==> config.mk <==
export PLATFORM = sky130hd
export DESIGN_NAME = if_fetch_stage_flat
export DESIGN_NICKNAME = d
export VERILOG_FILES = /design/src/rtl/if_fetch_stage_if.sv /design/src/rtl/if_fetch_stage.sv /design/src/flat_wrapper.sv
export SDC_FILE = /design/constraint.sdc
export NUM_CORES = 1
export LEC_CHECK = 0
export ABC_AREA = 0
export CORE_MARGIN = 1.5
export CORE_UTILIZATION = 48
export DETAILED_ROUTE_END_ITERATION = 7
export PLACE_DENSITY = 0.8
export SYNTH_ARGS = -nofsm -noshare
export SYNTH_HDL_FRONTEND = slang
export SYNTH_SLANG_ARGS = --single-unit
==> constraint.sdc <==
create_clock -name clk -period 2.5 [get_ports clk]
set_input_delay 0.5 -clock clk [delete_from_list [all_inputs] [get_ports clk]]
set_output_delay 0.5 -clock clk [all_outputs]
set_load 0.01 [all_outputs]
==> src/rtl/if_fetch_stage_if.sv <==
// Instruction-memory fetch bus: valid/ready request, valid-only response.
// master = fetch stage, slave = instruction memory.
interface if_fetch_stage_if;
    logic        imem_req_valid;
    logic        imem_req_ready;
    logic [31:0] imem_addr;
    logic        imem_rsp_valid;
    logic [31:0] imem_rsp_data;

    modport master (
        output imem_req_valid,
        output imem_addr,
        input  imem_req_ready,
        input  imem_rsp_valid,
        input  imem_rsp_data
    );

    modport slave (
        input  imem_req_valid,
        input  imem_addr,
        output imem_req_ready,
        output imem_rsp_valid,
        output imem_rsp_data
    );
endinterface

==> src/rtl/if_fetch_stage.sv <==
// Fetch stage: owns the PC, one outstanding imem fetch, feeds IF/ID.
// Define PERF_CNT_EN to add fetch_count/kill_count counters.
module if_fetch_stage #(
    parameter logic [31:0] RESET_PC = 32'h0000_0000,
    parameter logic [31:0] PC_STEP  = 32'd4
) (
    input  logic             clk,
    input  logic             rst,
    input  logic             id_stall,
    input  logic             redirect_valid,
    input  logic [31:0]      redirect_pc,
    if_fetch_stage_if.master imem,
    output logic             valid_if,
    output logic [31:0]      npc_if,
    output logic [31:0]      instr_if
`ifdef PERF_CNT_EN
    ,
    output logic [31:0]      fetch_count,
    output logic [31:0]      kill_count
`endif
);

    typedef enum logic [1:0] {
        S_REQ  = 2'd0,
        S_WAIT = 2'd1,
        S_HOLD = 2'd2
    } state_t;

    state_t      state_q, state_d;
    logic [31:0] pc_q, pc_d;
    logic [31:0] req_pc_q, req_pc_d;
    logic [31:0] npc_q, npc_d;
    logic [31:0] instr_q, instr_d;
    logic        kill_q, kill_d;
    logic        valid_q, valid_d;
    logic        req_fire;
    logic        rsp_take;
    logic        rsp_drop;
    logic        in_wait;

    assign in_wait  = (state_q == S_WAIT);
    assign req_fire = imem.imem_req_valid && imem.imem_req_ready;
    assign rsp_take = in_wait && imem.imem_rsp_valid
                      && !kill_q && !redirect_valid;
    assign rsp_drop = in_wait && imem.imem_rsp_valid && !rsp_take;

    always_ff @(posedge clk or negedge rst) begin
        if (!rst) begin
            state_q <= S_REQ;
        end else begin
            state_q <= state_d;
        end
    end

    always_comb begin
        state_d = state_q;
        unique case (state_q)
            S_REQ: begin
                if (!redirect_valid && req_fire) begin
                    state_d = S_WAIT;
                end
            end
            S_WAIT: begin
                // redirect without a response stays here and arms kill
                if (rsp_take) begin
                    state_d = S_HOLD;
                end else if (rsp_drop) begin
                    state_d = S_REQ;
                end
            end
            S_HOLD: begin
                if (redirect_valid) begin
                    state_d = S_REQ;
                end else if (!id_stall) begin
                    state_d = req_fire ? S_WAIT : S_REQ;
                end
            end
            default: state_d = S_REQ;
        endcase
    end

    always_comb begin
        imem.imem_req_valid = 1'b0;
        unique case (state_q)
            S_REQ:   imem.imem_req_valid = !redirect_valid;
            S_HOLD:  imem.imem_req_valid = !redirect_valid && !id_stall;
            default: imem.imem_req_valid = 1'b0;
        endcase
    end

    assign imem.imem_addr = pc_q & ~32'd3;
    assign valid_if       = valid_q;
    assign npc_if         = npc_q;
    assign instr_if       = instr_q;

    always_comb begin
        pc_d     = pc_q;
        req_pc_d = req_pc_q;
        npc_d    = npc_q;
        instr_d  = instr_q;
        kill_d   = kill_q;
        valid_d  = valid_q;
        if (req_fire) begin
            req_pc_d = pc_q;
        end
        if (rsp_take) begin
            instr_d = imem.imem_rsp_data;
            npc_d   = req_pc_q + PC_STEP;
            pc_d    = req_pc_q + PC_STEP;
            valid_d = 1'b1;
        end
        if (state_q == S_HOLD && !id_stall) begin
            valid_d = 1'b0;
            instr_d = 32'd0;
        end
        if (rsp_drop && kill_q) begin
            kill_d = 1'b0;
        end
        // redirect overrides both capture and the held instruction
        if (redirect_valid) begin
            pc_d    = redirect_pc & ~32'd3;
            valid_d = 1'b0;
            instr_d = 32'd0;
            if (in_wait && !imem.imem_rsp_valid) begin
                kill_d = 1'b1;
            end
        end
    end

    always_ff @(posedge clk or negedge rst) begin
        if (!rst) begin
            pc_q     <= RESET_PC;
            req_pc_q <= 32'd0;
            npc_q    <= 32'd0;
            instr_q  <= 32'd0;
            kill_q   <= 1'b0;
            valid_q  <= 1'b0;
        end else begin
            pc_q     <= pc_d;
            req_pc_q <= req_pc_d;
            npc_q    <= npc_d;
            instr_q  <= instr_d;
            kill_q   <= kill_d;
            valid_q  <= valid_d;
        end
    end

`ifdef PERF_CNT_EN
    logic [31:0] fetch_cnt_q, fetch_cnt_d;
    logic [31:0] kill_cnt_q, kill_cnt_d;

    always_comb begin
        fetch_cnt_d = fetch_cnt_q + {31'd0, rsp_take};
        kill_cnt_d  = kill_cnt_q + {31'd0, rsp_drop};
    end

    always_ff @(posedge clk or negedge rst) begin
        if (!rst) begin
            fetch_cnt_q <= 32'd0;
            kill_cnt_q  <= 32'd0;
        end else begin
            fetch_cnt_q <= fetch_cnt_d;
            kill_cnt_q  <= kill_cnt_d;
        end
    end

    assign fetch_count = fetch_cnt_q;
    assign kill_count  = kill_cnt_q;
`endif

endmodule

==> src/flat_wrapper.sv <==
// flat-port wrapper written by rule: the top's interface ports become plain ports
module if_fetch_stage_flat 
#(
    parameter logic [31:0] RESET_PC = 32'h0000_0000,
    parameter logic [31:0] PC_STEP  = 32'd4
)
  (clk, rst, id_stall, redirect_valid, redirect_pc, valid_if, npc_if, instr_if, imem_imem_req_valid, imem_imem_addr, imem_imem_req_ready, imem_imem_rsp_valid, imem_imem_rsp_data);
  if_fetch_stage_if imem_i ();
  input  logic clk;
  input  logic rst;
  input  logic id_stall;
  input  logic redirect_valid;
  input  logic [31:0] redirect_pc;
  output logic valid_if;
  output logic [31:0] npc_if;
  output logic [31:0] instr_if;
  output wire logic [$bits(imem_i.imem_req_valid)-1:0] imem_imem_req_valid;
  output wire logic [$bits(imem_i.imem_addr)-1:0] imem_imem_addr;
  input wire logic [$bits(imem_i.imem_req_ready)-1:0] imem_imem_req_ready;
  input wire logic [$bits(imem_i.imem_rsp_valid)-1:0] imem_imem_rsp_valid;
  input wire logic [$bits(imem_i.imem_rsp_data)-1:0] imem_imem_rsp_data;
  assign imem_imem_req_valid = imem_i.imem_req_valid;
  assign imem_imem_addr = imem_i.imem_addr;
  assign imem_i.imem_req_ready = imem_imem_req_ready;
  assign imem_i.imem_rsp_valid = imem_imem_rsp_valid;
  assign imem_i.imem_rsp_data = imem_imem_rsp_data;
  if_fetch_stage #(.RESET_PC(RESET_PC), .PC_STEP(PC_STEP)) u_core (.clk(clk), .rst(rst), .id_stall(id_stall), .redirect_valid(redirect_valid), .redirect_pc(redirect_pc), .imem(imem_i), .valid_if(valid_if), .npc_if(npc_if), .instr_if(instr_if));
endmodule
# --- Word-level counts from Yosys, hierarchy flattened ---
# Cells that the tools add are included.
word_totals:
  ff_bits: 132
  inputBits: 70
  elab_cells: 51
op_classes:
  add_sub_neg: 1
  n_eq_ne: 5
  muxes: 19
  reduce_logical: 19
ops:
  columns: ["cell", "n"]
  rows:
  - ["32-bit 2-to-1 mux", 5]
  - ["32-bit by 3-bit adder with 32-bit output (second input constant)", 1]
  - ["1-bit logical AND", 10]
  - ["2-bit 2-to-1 mux", 5]
  - ["1-bit 2-to-1 mux", 7]
  - ["2-bit case mux with 3 select lines", 1]
  - ["1-bit zero test", 5]
  - ["3-bit by 1-bit inequality test with 1-bit output (second input constant)", 1]
  - ["3-bit inequality test (second input constant)", 1]
  - ["3-bit AND reduction", 1]
  - ["3-bit nonzero test", 1]
  - ["2-bit by 1-bit == test with 1-bit output (second input constant)", 1]
  - ["2-bit == test (second input constant)", 1]
  - ["2-bit zero test", 1]
  - ["2-bit by 1-bit inequality test with 1-bit output (second input constant)", 1]
  - ["1-bit case mux with 2 select lines", 1]
  - ["2-bit nonzero test", 1]

# --- Depth between registers and ports, before layout ---
logic_depth:
  depth_word: 10
  depth_mapped: 8

# --- Least setup slack after synthesis ---
# OpenSTA, ideal clock, no wires.
synth_path:
  path_type: "reg-to-reg"
  from: "register u_core.req_pc_q[2]"
  to: "register u_core.pc_q[30]"
  setup_time_ps: 137
  arrival_ps: 1695
  slack_ps: 668
  stages_incl_launch_ff: 7
  n_path_buf: 0
  path_cell_list: "dfrtp_1 > ha_1 > nand4_1 > nor4_4 > nand4_1 > xor2_1 > o221ai_2"
synth_via:
  elab_chain_len: 3
synth_lines:
  columns: ["element", "line_no", "text"]
  rows:
  - ["start, declared", "if_fetch_stage.sv:31", "logic [31:0] req_pc_q, req_pc_d;"]
  - ["start signal, assigned", "if_fetch_stage.sv:140", "req_pc_q <= req_pc_d;"]
  - ["32-bit by 3-bit adder with 32-bit output", "if_fetch_stage.sv:109", "pc_d = req_pc_q + PC_STEP;"]
  - ["32-bit 2-to-1 mux", "if_fetch_stage.sv:106", "if (rsp_take) begin"]
  - ["32-bit 2-to-1 mux", "if_fetch_stage.sv:120", "if (redirect_valid) begin"]
  - ["end signal, assigned", "if_fetch_stage.sv:139", "pc_q <= pc_d;"]
  - ["end, declared", "if_fetch_stage.sv:30", "logic [31:0] pc_q, pc_d;"]
# No other way between the ends. The select of a mux whose other input is x is not followed.
# A chain may end at the register's enable or synchronous reset.

# --- Worst setup path after layout ---
layout_path:
  from: "input port id_stall"
  to: "output port imem_imem_req_valid"
layout_via:
  elab_chain_len: 3
layout_lines:
  columns: ["element", "line_no", "text"]
  rows:
  - ["start, declared", "flat_wrapper.sv:11", "input logic id_stall;"]
  - ["1-bit zero test", null, null]
  - ["1-bit logical AND", "if_fetch_stage.sv:86", "S_HOLD: imem.imem_req_valid = !redirect_valid && !id_stall;"]
  - ["1-bit case mux with 2 select lines", "if_fetch_stage.sv:84", "unique case (state_q)"]
  - ["end, declared", "flat_wrapper.sv:17", "output wire logic [$bits(imem_i.imem_req_valid)-1:0] imem_imem_req_valid;"]
# No other way between the ends.

==> flow_summary.ini <==
[power_and_ir_drop]
p_int_w = 0.00528
seqPwrFrac_pct = 41.1
combPwrFrac_pct = 25.3
p_switching_w = 0.00222
p_leak_nw = 3.51
peakVddDrop_v = 0.000392
switching_share_pct = 29.6
powerDensity_nw_per_um2 = 928
clkPwrFrac_pct = 33.6

[timing]
whs_ns = 0.0417
skew_ns = 0.00804
worst_pin_slew_ns = 0.738
rsz0062_at_grt = false
post-route-period-util_pct = 94.0
hold_violations = 0
period_minus_slack_ns = 2.35
max_freq_mhz = 425
tns_ns = 0
max_slew_margin_pct = 50.8
drv_slew = 0
setup_viol = 0

[logic_synthesis]
netlist_area_um2 = 5930
synth_commonest_cells = dfrtp_1, nand2_1, a22o_1, buf_4, nor2_1
netlist_instances = 528
yosys_most_used_dff = dfrtp_1
avgSynthCellArea_um2 = 11.2
synth_area_leaders = dfrtp_1, nand2_1, a22o_1, buf_4, xor2_1
synth.top_cell.area_share_pct = 55.7
yosysSeqAreaShare_pct = 55.7
synth_edf_count = 0
ys_async_sr_fraction_pct = 100
yosysUniqueCellTypes = 42
ys_seq_elements = 132
synth_most_common_cell = dfrtp_1
yosys_warnings = 0
synth_top_cell_by_area = dfrtp_1

[detailed_routing]
wl_um = 14800
drtPass1Iterations = 4
drt_iter0_markers = 316
wl_per_cell_um = 18.0
drc_errors = 0
vias = 4557
via_per_inst = 5.56
ant_nets = 0

[setup_path]
worstSetupPathType = input pin to primary output
cp-end-kind = primary output
crit_end = imem_imem_req_valid
crit_arrival_ns = 1.85
r2r_start = u_core.req_pc_q[3]
slowest_stage = clkdlybuf4s50_1
reg2reg_to = u_core.pc_q[22]
critPathLaunchType = input pin
crit_path_max_incr_delay_ns = 0.62
worstPathCellList = clkdlybuf4s50_1 > a211oi_1 > clkdlybuf4s50_1
r2r_cells = 6
path_buf_inv = 2
path_depth = 3
cp-startpoint = id_stall
cpMostUsedCell = clkdlybuf4s50_1
critPathTopFamily = buffers and inverters
required_ns = 2.00
rrSetupSlack_ns = 0.24
critPathMaxFanout = 3

[clock_tree]
cts_buffers = 17
h-tree-depth = 4
post_cts_resized = 0
cts_hold_buf = 0
post_cts_buffers = 0
root_buffer = clkbuf_16
cts.sink_count = 132
clk_latency_ns = 0.41
cts_tree = built
cts_buffer_depth = 2
clk_pin_slew_ns = 0.06

[finish]
nNetsFinal = 731
area.sequential_um2 = 3300
drive_above_1_share_pct = 11.3
area_delta_synth_final_pct = 36.0
multi_input_area_um2 = 2240
final.fill_count = 885
n_antenna_cell = 0

[placed_design]
hpwl_um = 10000
routabilityCongestion = 0.782
port_buffers = 163

[floorplan]
dieArea_um2 = 13000
fp.dieW_um = 114
start_util_pct = 49.4
fp.coreArea_um2 = 12000
ioPinCount = 168
std_cell_rows = 40
die_h_um = 114

[global_routing]
first_global_vias = 4777
antenna_found_initial = 0
grt_overflow_total = 0
grt_first_pass_wirelength_um = 24100
grt_max_degree = 66
track_usage_pct = 23.9

[min_path]
hold_class = input pin to async pin

[job]
max-cap-violations = 0

[outcome]
outcome = finished, final reports clean
==> cells by family (layout without fill, tap and decap cells) <==
kind of cell             count (synthesis)  count (layout)  synth area share (%)
adder cells (fa/ha/maj)                  1               1                 0.211
other                                    1               2                0.0632
AO/OA/AOI/OAI                          107             107                  12.9
AND/OR/NAND/NOR                        161             161                  13.5
flip-flops                             132             132                  55.7
XOR/XNOR                                28              28                  4.13
multiplexers                            35              35                  6.58
buffers and inverters                   63             207                  6.90
==> through the flow <==
step / std cells / power, W / instance area, µm² / setup WS, ns / util (%)
after floorplan: 529 / 0.00398 / 5940 / 0.668 / -
after global placement: 788 / 0.00492 / 7470 / 0.168 / 62.2
after detailed placement: 788 / 0.00501 / 7470 / 0.170 / 62.2
after CTS: 820 / 0.00755 / 8070 / 0.160 / 67.2
after global routing: 820 / 0.00787 / 8070 / 0.0510 / 67.2
final: 820 / 0.00749 / 8070 / 0.149 / 67.2
==> cell type report <==
class                   count  share of cell area (%)
clock inverters            13                    1.97
flip-flops and latches    132                    40.9
multi-input cells         334                    27.7
repair buffers            175                    21.6
well taps                 147                    2.28
clock buffers              19                    5.49
==> flip-flops by register name, summed over array words and instances, names as in the netlist <==
name / cells
u_core.pc_q: 32
u_core.valid_if: 1
u_core.state_q: 2
u_core.npc_if: 32
u_core.instr_if: 32
u_core.kill_q: 1
u_core.req_pc_q: 32
==> worst min path at each step <==
| stage | endpoint | slack, ns | depth (start not counted) |
|---|---|---|---|
| 5_1_grt | u_core.pc_q[24] | 0.07 | 1 |
| 6_report | u_core.pc_q[24] | 0.04 | 1 |
| 3_3_place_gp | u_core.npc_if[3] | 0.46 | 2 |
| 4_1_cts | u_core.req_pc_q[30] | 0.05 | 1 |
| 3_5_place_dp | u_core.npc_if[0] | 0.47 | 2 |
| 2_1_floorplan | u_core.instr_if[0] | 0.20 | 0 |
==> per-layer routing <==
| layer | up-vias | track usage (%) | wire [µm] |
|---|---|---|---|
| li1 | 2098 | - | - |
| met1 | 2289 | 29.8 | 6220 |
| met2 | 161 | 39.2 | 7330 |
| met3 | 9 | 8.58 | 1090 |
| met4 | 0 | 7.67 | 115 |
| met5 | - | 0 | 0 |
==> cell usage in the layout (no fill, tap or decap), types with 13 or more instances in the layout <==
cell,instances
nor2_1,23
clkdlybuf4s50_1,161
mux2_1,16
nand2_1,82
mux2_2,16
dfrtp_1,132
o21ai_1,24
nand4_1,13
a21oi_1,22
clkbuf_16,17
xor2_1,22
a22o_1,32
==> power by group through the flow <==
stage,Sequential (W),Clock [W],Combinational [W]
final,0.00308,0.00251,0.00190
after global routing,0.00315,0.00265,0.00207
after global placement,0.00306,0,0.00185
after detailed placement,0.00310,0,0.00191
after CTS,0.00308,0.00255,0.00192
after floorplan,0.00313,0,0.000850
Power figures use the tool's default switching activity.
